<file path="config.mk">
export PLATFORM = sky130hd
export DESIGN_NAME = aes_key_sched_seq
export DESIGN_NICKNAME = d
export VERILOG_FILES = /design/src/rtl/aes_pkg.sv /design/src/rtl/aes_key_step.sv /design/src/rtl/aes_key_sched_seq.sv
export SDC_FILE = /design/constraint.sdc
export NUM_CORES = 2
export LEC_CHECK = 0
export BUFFER_PORTS_ARGS = -buffer_cell sky130_fd_sc_hd__buf_2
export CAP_MARGIN = 10
export CORE_UTILIZATION = 42
export CTS_BUF_LIST = sky130_fd_sc_hd__clkbuf_16
export CTS_CLUSTER_SIZE = 14
export DETAILED_ROUTE_END_ITERATION = 8
export PLACE_DENSITY = 0.61
export SYNTH_ARGS = -nofsm -noshare
export SYNTH_HDL_FRONTEND = slang
export SYNTH_SLANG_ARGS = --single-unit
</file>
<file path="constraint.sdc">
create_clock -name clk -period 58.3 [get_ports clk]
set_input_delay 0 -clock clk [delete_from_list [all_inputs] [get_ports clk]]
set_output_delay 0 -clock clk [all_outputs]
set_load 0.02 [all_outputs]
</file>
<file path="src/rtl/aes_pkg.sv">
// aes_pkg: shared AES-128 key-schedule constants, S-box lookup and round-key type
package aes_pkg;
  localparam int NR_128 = 10;
  typedef logic [127:0] rk_t;
  typedef enum logic {IDLE = 1'b0, EXPAND = 1'b1} state_t;
  // Rcon by round index; entry 0 and entries above 10 are never used by a 10-round schedule
  localparam logic [7:0] RCON [16] = '{8'h00, 8'h01, 8'h02, 8'h04, 8'h08, 8'h10, 8'h20, 8'h40,
                                       8'h80, 8'h1b, 8'h36, 8'h00, 8'h00, 8'h00, 8'h00, 8'h00};
  // S-box packed with entry 0x00 in the top byte
  localparam logic [2047:0] SBOX = {
    128'h637c777bf26b6fc53001672bfed7ab76, 128'hca82c97dfa5947f0add4a2af9ca472c0,
    128'hb7fd9326363ff7cc34a5e5f171d83115, 128'h04c723c31896059a071280e2eb27b275,
    128'h09832c1a1b6e5aa0523bd6b329e32f84, 128'h53d100ed20fcb15b6acbbe394a4c58cf,
    128'hd0efaafb434d338545f9027f503c9fa8, 128'h51a3408f929d38f5bcb6da2110fff3d2,
    128'hcd0c13ec5f974417c4a77e3d645d1973, 128'h60814fdc222a908846eeb814de5e0bdb,
    128'he0323a0a4906245cc2d3ac629195e479, 128'he7c8376d8dd54ea96c56f4ea657aae08,
    128'hba78252e1ca6b4c6e8dd741f4bbd8b8a, 128'h703eb5664803f60e613557b986c11d9e,
    128'he1f8981169d98e949b1e87e9ce5528df, 128'h8ca1890dbfe6426841992d0fb054bb16};
  function automatic logic [7:0] sbox(input logic [7:0] x);
    return SBOX[{~x, 3'b000} +: 8];
  endfunction
endpackage

</file>
<file path="src/rtl/aes_key_step.sv">
// aes_key_step: one combinational AES-128 key-expansion round (prev_rk, rcon -> next_rk)
module aes_key_step
  import aes_pkg::*;
(
  input  rk_t        prev_rk,
  input  logic [7:0] rcon,
  output rk_t        next_rk
);
  logic [31:0] w0, w1, w2, w3, t;
  assign {w0, w1, w2, w3} = prev_rk;
  // SubWord(RotWord(w3)): rotation folded into the byte order of the lookups
  assign t = {sbox(w3[23:16]) ^ rcon, sbox(w3[15:8]), sbox(w3[7:0]), sbox(w3[31:24])};
  assign next_rk[127:96] = w0 ^ t;
  assign next_rk[95:64]  = w1 ^ next_rk[127:96];
  assign next_rk[63:32]  = w2 ^ next_rk[95:64];
  assign next_rk[31:0]   = w3 ^ next_rk[63:32];
endmodule

</file>
<file path="src/rtl/aes_key_sched_seq.sv">
// aes_key_sched_seq: sequential AES-128 key expansion into an (NR+1)-entry round-key buffer
// Ports: clk, rst (async high), start/key_in request an expansion; busy, done (pulse),
// keys_valid report progress; rk_addr/rk_data is a registered 1-cycle read port (0 above NR).
module aes_key_sched_seq
  import aes_pkg::*;
#(
  parameter int NR = NR_128
) (
  input  logic         clk,
  input  logic         rst,
  input  logic         start,
  input  logic [127:0] key_in,
  output logic         busy,
  output logic         done,
  output logic         keys_valid,
  input  logic [3:0]   rk_addr,
  output logic [127:0] rk_data
);
  localparam logic [3:0] NR4 = 4'(NR);
  state_t     state_q;
  rk_t        rk_q [NR+1];
  rk_t        rd_q, rk_d;
  logic [3:0] cnt_q;
  logic       done_q, kv_q;
  aes_key_step u_step (
    .prev_rk(rk_q[cnt_q - 4'd1]),
    .rcon   (RCON[cnt_q]),
    .next_rk(rk_d)
  );
  always_ff @(posedge clk or posedge rst)
    if (rst) begin
      state_q <= IDLE;
      cnt_q   <= '0;
      done_q  <= 1'b0;
      kv_q    <= 1'b0;
      rd_q    <= '0;
      for (int i = 0; i <= NR; i++) rk_q[i] <= '0;
    end else begin
      done_q <= 1'b0;
      rd_q   <= rk_addr <= NR4 ? rk_q[rk_addr] : '0;
      if (state_q == EXPAND) begin
        rk_q[cnt_q] <= rk_d;
        // counter parks at NR on the final write so it never leaves 0..NR
        cnt_q <= cnt_q + {3'b000, cnt_q != NR4};
        if (cnt_q == NR4) begin
          state_q <= IDLE;
          kv_q    <= 1'b1;
          done_q  <= 1'b1;
        end
      end else if (start) begin
        rk_q[0] <= key_in;
        state_q <= EXPAND;
        cnt_q   <= 4'd1;
        kv_q    <= 1'b0;
      end
    end
  assign busy       = state_q == EXPAND;
  assign done       = done_q;
  assign keys_valid = kv_q;
  assign rk_data    = rd_q;
endmodule

</file>
==> impl_table.tex <==
\begin{tabular}{lr}
\hline
Metric & Value \\
\hline
\multicolumn{2}{l}{\textbf{Timing}} \\
\quad Final WS setup & 47.16 ns \\
\quad Tightest hold margin & 0.0149 ns \\
\quad Final setup fails & 0 \\
\quad Final Max Slew Viols & 0 \\
\quad Final Cycle Share & 19.1\% \\
\quad Peak Freq & 0.0898 GHz \\
\quad Slew of the pin with the lowest slew margin & 1.44 ns \\
\quad Minimum period implied by the final worst setup slack & 11.14 ns \\
\quad Rel. slew slack & 3.04\% \\
\quad Setup TNS & 0 ns \\
\quad Final hold violation count & 0 \\
\quad Worst Skew & 0.0650 ns \\
\quad Unrepaired setup endpoints after global routing & false \\
\multicolumn{2}{l}{\textbf{Global route}} \\
\quad Vias in the first global route & 82,700 \\
\quad Largest net degree at the start of global routing & 187 \\
\quad Residual overflow from global routing & 0 \\
\quad GR Util All Layers & 36.3\% \\
\quad First-pass GRT wire length & 596 mm \\
\quad Number of antenna violations at the first check in global routing & 28 \\
\multicolumn{2}{l}{\textbf{Cells and area}} \\
\quad Total non-filler cell area in the finished layout & 105,000 um2 \\
\quad Share of cells above drive strength 1 & 15.3\% \\
\quad Count of nets after finishing & 9,933 \\
\quad Syn-to-layout area delta & 12.3\% \\
\quad Filler Cells Inserted & 20,700 \\
\multicolumn{2}{l}{\textbf{Synth}} \\
\quad Synthesized net count & 10,000 \\
\quad Share of synthesized area occupied by flip-flops and latches & 41.5\% \\
\quad Post-synthesis instance total & 9,820 \\
\quad Biggest area consumer among synthesized cells & sky130\_fd\_sc\_hd\_\_dfrtp\_1 \\
\quad Proportion of netlist area held by the largest area contributor & 41.5\% \\
\quad Count of yosys warnings during synthesis & 0 \\
\quad Most instantiated flip-flop cell in the synthesis netlist & sky130\_fd\_sc\_hd\_\_dfrtp\_1 \\
\quad \#FFs+latches synth & 1,543 \\
\quad Avg Cell Area, Syn & 9.48 um2 \\
\quad Post-synthesis cell type count & 113 \\
\quad EDFF count, synth & 0 \\
\quad Synth top area cells & sky130\_fd\_sc\_hd\_\_dfrtp\_1, sky130\_fd\_sc\_hd\_\_mux4\_2, sky130\_fd\_sc\_hd\_\_o21ai\_0, sky130\_fd\_sc\_hd\_\_nand2\_1, sky130\_fd\_sc\_hd\_\_mux2i\_1 \\
\quad Async set-reset flop share out of synthesis & 100\% \\
\quad Summed instance area of the synthesized netlist & 93,100 um2 \\
\multicolumn{2}{l}{\textbf{Clocking}} \\
\quad Clock Path Buffers & 3 \\
\quad Total number of H-tree levels & 4 \\
\quad TritonCTS sink count & 1,543 \\
\quad Total clock buffers created by CTS & 171 \\
\quad Worst-path clk slew & 0.07 ns \\
\quad CTS root buffer & sky130\_fd\_sc\_hd\_\_clkbuf\_16 \\
\quad Clk\_lat worst skew & 0.88 ns \\
\quad Post-cts resize count & 0 \\
\quad CTS tree & yes \\
\quad Number of buffers inserted by post-CTS setup repair & 0 \\
\multicolumn{2}{l}{\textbf{Drt}} \\
\quad Vias after detailed routing & 86,100 \\
\quad 1st-iter DRT viols & 11,900 \\
\quad Number of routed nets with antenna violations & 0 \\
\quad Detailed-router iteration count before antenna repair & 9 \\
\quad Vias per inst & 6.70 \\
\quad \# DRC & 0 \\
\quad Aggregate routed wire length & 413 mm \\
\quad Post-DR wirelength/cell & 32.1 um \\
\multicolumn{2}{l}{\textbf{Die}} \\
\quad Die area & 224,000 um2 \\
\quad Die boundary height & 473 um \\
\quad Initial Util & 42.3\% \\
\quad Die Width & 473 um \\
\quad Top-Level Pins & 266 \\
\quad Standard-cell rows & 172 \\
\quad Core box area & 220,000 um2 \\
\multicolumn{2}{l}{\textbf{Critical path}} \\
\quad Kind of end point of the critical path & register \\
\quad Crit-path max FO & 53 \\
\quad Cells on worst reg2reg path & 23 \\
\quad Worst R2R End & rk\_q[1332]\$\_DFFE\_PP0P\_ \\
\quad Crit Path Category & register to register \\
\quad Arrival time at the worst endpoint & 11.84 ns \\
\quad Startpoint of the worst-slack reg-to-reg timing path & cnt\_q[0]\$\_DFFE\_PP0P\_ \\
\quad Setup slack, reg-to-reg & 47.16 ns \\
\quad Element type at the critical path start & register \\
\quad Required time of the worst setup path & 59.00 ns \\
\multicolumn{2}{l}{\textbf{Min path}} \\
\quad Hold path cells & 4 \\
\quad Startpoint of the most critical hold path & key\_in[90] \\
\quad Worst min-delay path category & input pin to register \\
\quad End of the worst hold path & rk\_q[1370]\$\_DFFE\_PP0P\_ \\
\multicolumn{2}{l}{\textbf{Placement}} \\
\quad Worst setup slack after placement & 47.66 ns \\
\quad Final weighted congestion of routability-driven global placement & 1.06 \\
\quad Number of buffers added on ports & 265 \\
\quad DP HPWL & 260 mm \\
\quad Cell Area, Placed & 96,600 um2 \\
\multicolumn{2}{l}{\textbf{Run status}} \\
\quad Run status & finished clean \\
\multicolumn{2}{l}{\textbf{Run}} \\
\quad Reported max-cap violation count & 0 \\
\hline
\end{tabular}
-- critical path, stage by stage, from the launching register on --
cell                        delay [ns]
sky130_fd_sc_hd__dfrtp_4          0.74
sky130_fd_sc_hd__inv_4            0.46
sky130_fd_sc_hd__buf_4            0.75
sky130_fd_sc_hd__ha_4             0.73
sky130_fd_sc_hd__buf_4            0.72
sky130_fd_sc_hd__buf_4            0.85
sky130_fd_sc_hd__mux2i_1          0.26
sky130_fd_sc_hd__o2bb2ai_1        0.11
sky130_fd_sc_hd__nand2_1          0.17
sky130_fd_sc_hd__nand2_2          0.26
sky130_fd_sc_hd__clkinv_1         0.18
sky130_fd_sc_hd__buf_4            0.30
sky130_fd_sc_hd__ha_1             0.44
sky130_fd_sc_hd__inv_1            0.23
sky130_fd_sc_hd__nor2_1           0.52
sky130_fd_sc_hd__o21ai_0          0.18
sky130_fd_sc_hd__nand2_1          0.12
sky130_fd_sc_hd__a211oi_1         0.08
sky130_fd_sc_hd__a211oi_1         0.52
sky130_fd_sc_hd__a21oi_1          0.36
sky130_fd_sc_hd__xnor2_2          0.97
sky130_fd_sc_hd__xor2_1           0.86
sky130_fd_sc_hd__xor2_1           0.67
sky130_fd_sc_hd__o21ai_0          0.20
-- sequential cells by signal, indices dropped and copies added (netlist names) --
| signal | count |
|---|---|
| busy | 1 |
| keys_valid | 1 |
| rk_data | 128 |
| rk_q | 1408 |
| cnt_q | 4 |
| done | 1 |
-- how the worst max path moves through the flow --
stage                          from                endpoint  slack (ns)  cells past startpoint
3_5_place_dp   cnt_q[0]$_DFFE_PP0P_   rk_q[948]$_DFFE_PP0P_       47.66                     23
2_1_floorplan                   rst          busy$_DFF_PP0_       14.77                      1
4_1_cts        cnt_q[0]$_DFFE_PP0P_  rk_q[1332]$_DFFE_PP0P_       47.61                     23
3_3_place_gp   cnt_q[0]$_DFFE_PP0P_   rk_q[394]$_DFFE_PP0P_       47.30                     20
6_report       cnt_q[0]$_DFFE_PP0P_  rk_q[1332]$_DFFE_PP0P_       47.16                     23
5_1_grt        cnt_q[0]$_DFFE_PP0P_    rk_q[52]$_DFFE_PP0P_       46.99                     23
-- layout make-up --
class,count,area (um2),area share [%]
multi-input cells,7173,50300,48.1
flip-flops and latches,1543,38600,36.9
repair buffers,796,6120,5.85
clock buffers,172,4300,4.11
well taps,2958,3700,3.54
clock inverters,137,1290,1.24
inverters,50,198,0.189
diodes,17,42.5,0.0407
-- through the flow --
step | util [%] | cells
4_1_cts | 47.5 | 12800
3_5_place_dp | 43.9 | 12300
5_1_grt | 47.5 | 12800
2_1_floorplan | - | 9820
6_report | 47.6 | 12800
3_3_place_gp | 43.9 | 12300
-- cells in the final DEF, fill, tap and decap left out, types with 24 or more instances in the layout --
cell type,instances
sky130_fd_sc_hd__and3_1,35
sky130_fd_sc_hd__o221ai_1,37
sky130_fd_sc_hd__or3_1,31
sky130_fd_sc_hd__nand4_1,36
sky130_fd_sc_hd__mux4_2,486
sky130_fd_sc_hd__clkinv_2,24
sky130_fd_sc_hd__a211oi_1,103
sky130_fd_sc_hd__buf_2,261
sky130_fd_sc_hd__dlygate4sd3_1,228
sky130_fd_sc_hd__o21ai_1,52
sky130_fd_sc_hd__a22oi_1,61
sky130_fd_sc_hd__o211ai_1,156
sky130_fd_sc_hd__xor2_1,59
sky130_fd_sc_hd__a31oi_1,108
sky130_fd_sc_hd__o21ai_0,1549
sky130_fd_sc_hd__a21oi_1,434
sky130_fd_sc_hd__nand2_1,1631
sky130_fd_sc_hd__mux2i_1,420
sky130_fd_sc_hd__nand3_1,207
sky130_fd_sc_hd__nor3_1,156
sky130_fd_sc_hd__mux2_2,67
sky130_fd_sc_hd__ha_1,62
sky130_fd_sc_hd__clkbuf_16,172
sky130_fd_sc_hd__a311oi_1,69
sky130_fd_sc_hd__inv_1,75
sky130_fd_sc_hd__nor2_1,454
sky130_fd_sc_hd__a221oi_1,88
sky130_fd_sc_hd__o311ai_0,33
sky130_fd_sc_hd__o22ai_1,228
sky130_fd_sc_hd__clkinv_1,44
sky130_fd_sc_hd__xnor2_1,99
sky130_fd_sc_hd__buf_4,282
sky130_fd_sc_hd__dfrtp_1,1541
-- cells in the mapped netlist (all sizes together) (18+ instances only) --
master	n
o311ai	39
o21ai	1607
a221oi	89
o31ai	33
and2	18
o211ai	158
buf	384
a21oi	437
and3	35
a211oi	107
o31a	18
nor4	18
a2111oi	31
mux2	68
mux4	486
nand4	36
a22oi	61
nand3	217
o221ai	37
mux2i	421
nor3	162
nor2b	18
clkbuf	670
or3	31
o22ai	228
a221o	22
nor2	461
xor2	69
a311oi	71
nand2	1640
ha	63
a21o	18
a31oi	113
xnor2	128
inv	44
dfrtp	1543
-- cell families after synthesis --
group	Yosys count	synth area share [%]
AOI/OAI and AO/OA	3250	21.2
and+or+nand+nor	2688	12.0
DFF	1543	41.5
buffers and inverters	1104	5.30
muxes	975	17.1
xor gates and xnor gates	197	2.00
adders and majority gates	63	0.846
-- repair_timing --
action	4_1_cts	5_1_grt
endpoints found under the hold margin	279	0
endpoints found under the setup margin	0	0
hold buffers	228	0
-- routing by layer --
metal | track usage (%) | vias to the layer above | routed length [um]
met1 | 48.3 | 43200 | 162000
met2 | 53.1 | 5628 | 178000
met5 | 0 | - | 46
li1 | - | 36100 | -
met4 | 21.2 | 10 | 27300
met3 | 9.58 | 1209 | 45100
Power is left out: the tool's default activity adds up to more than one toggle a clock period on the data nets, which glitch-free logic cannot reach.
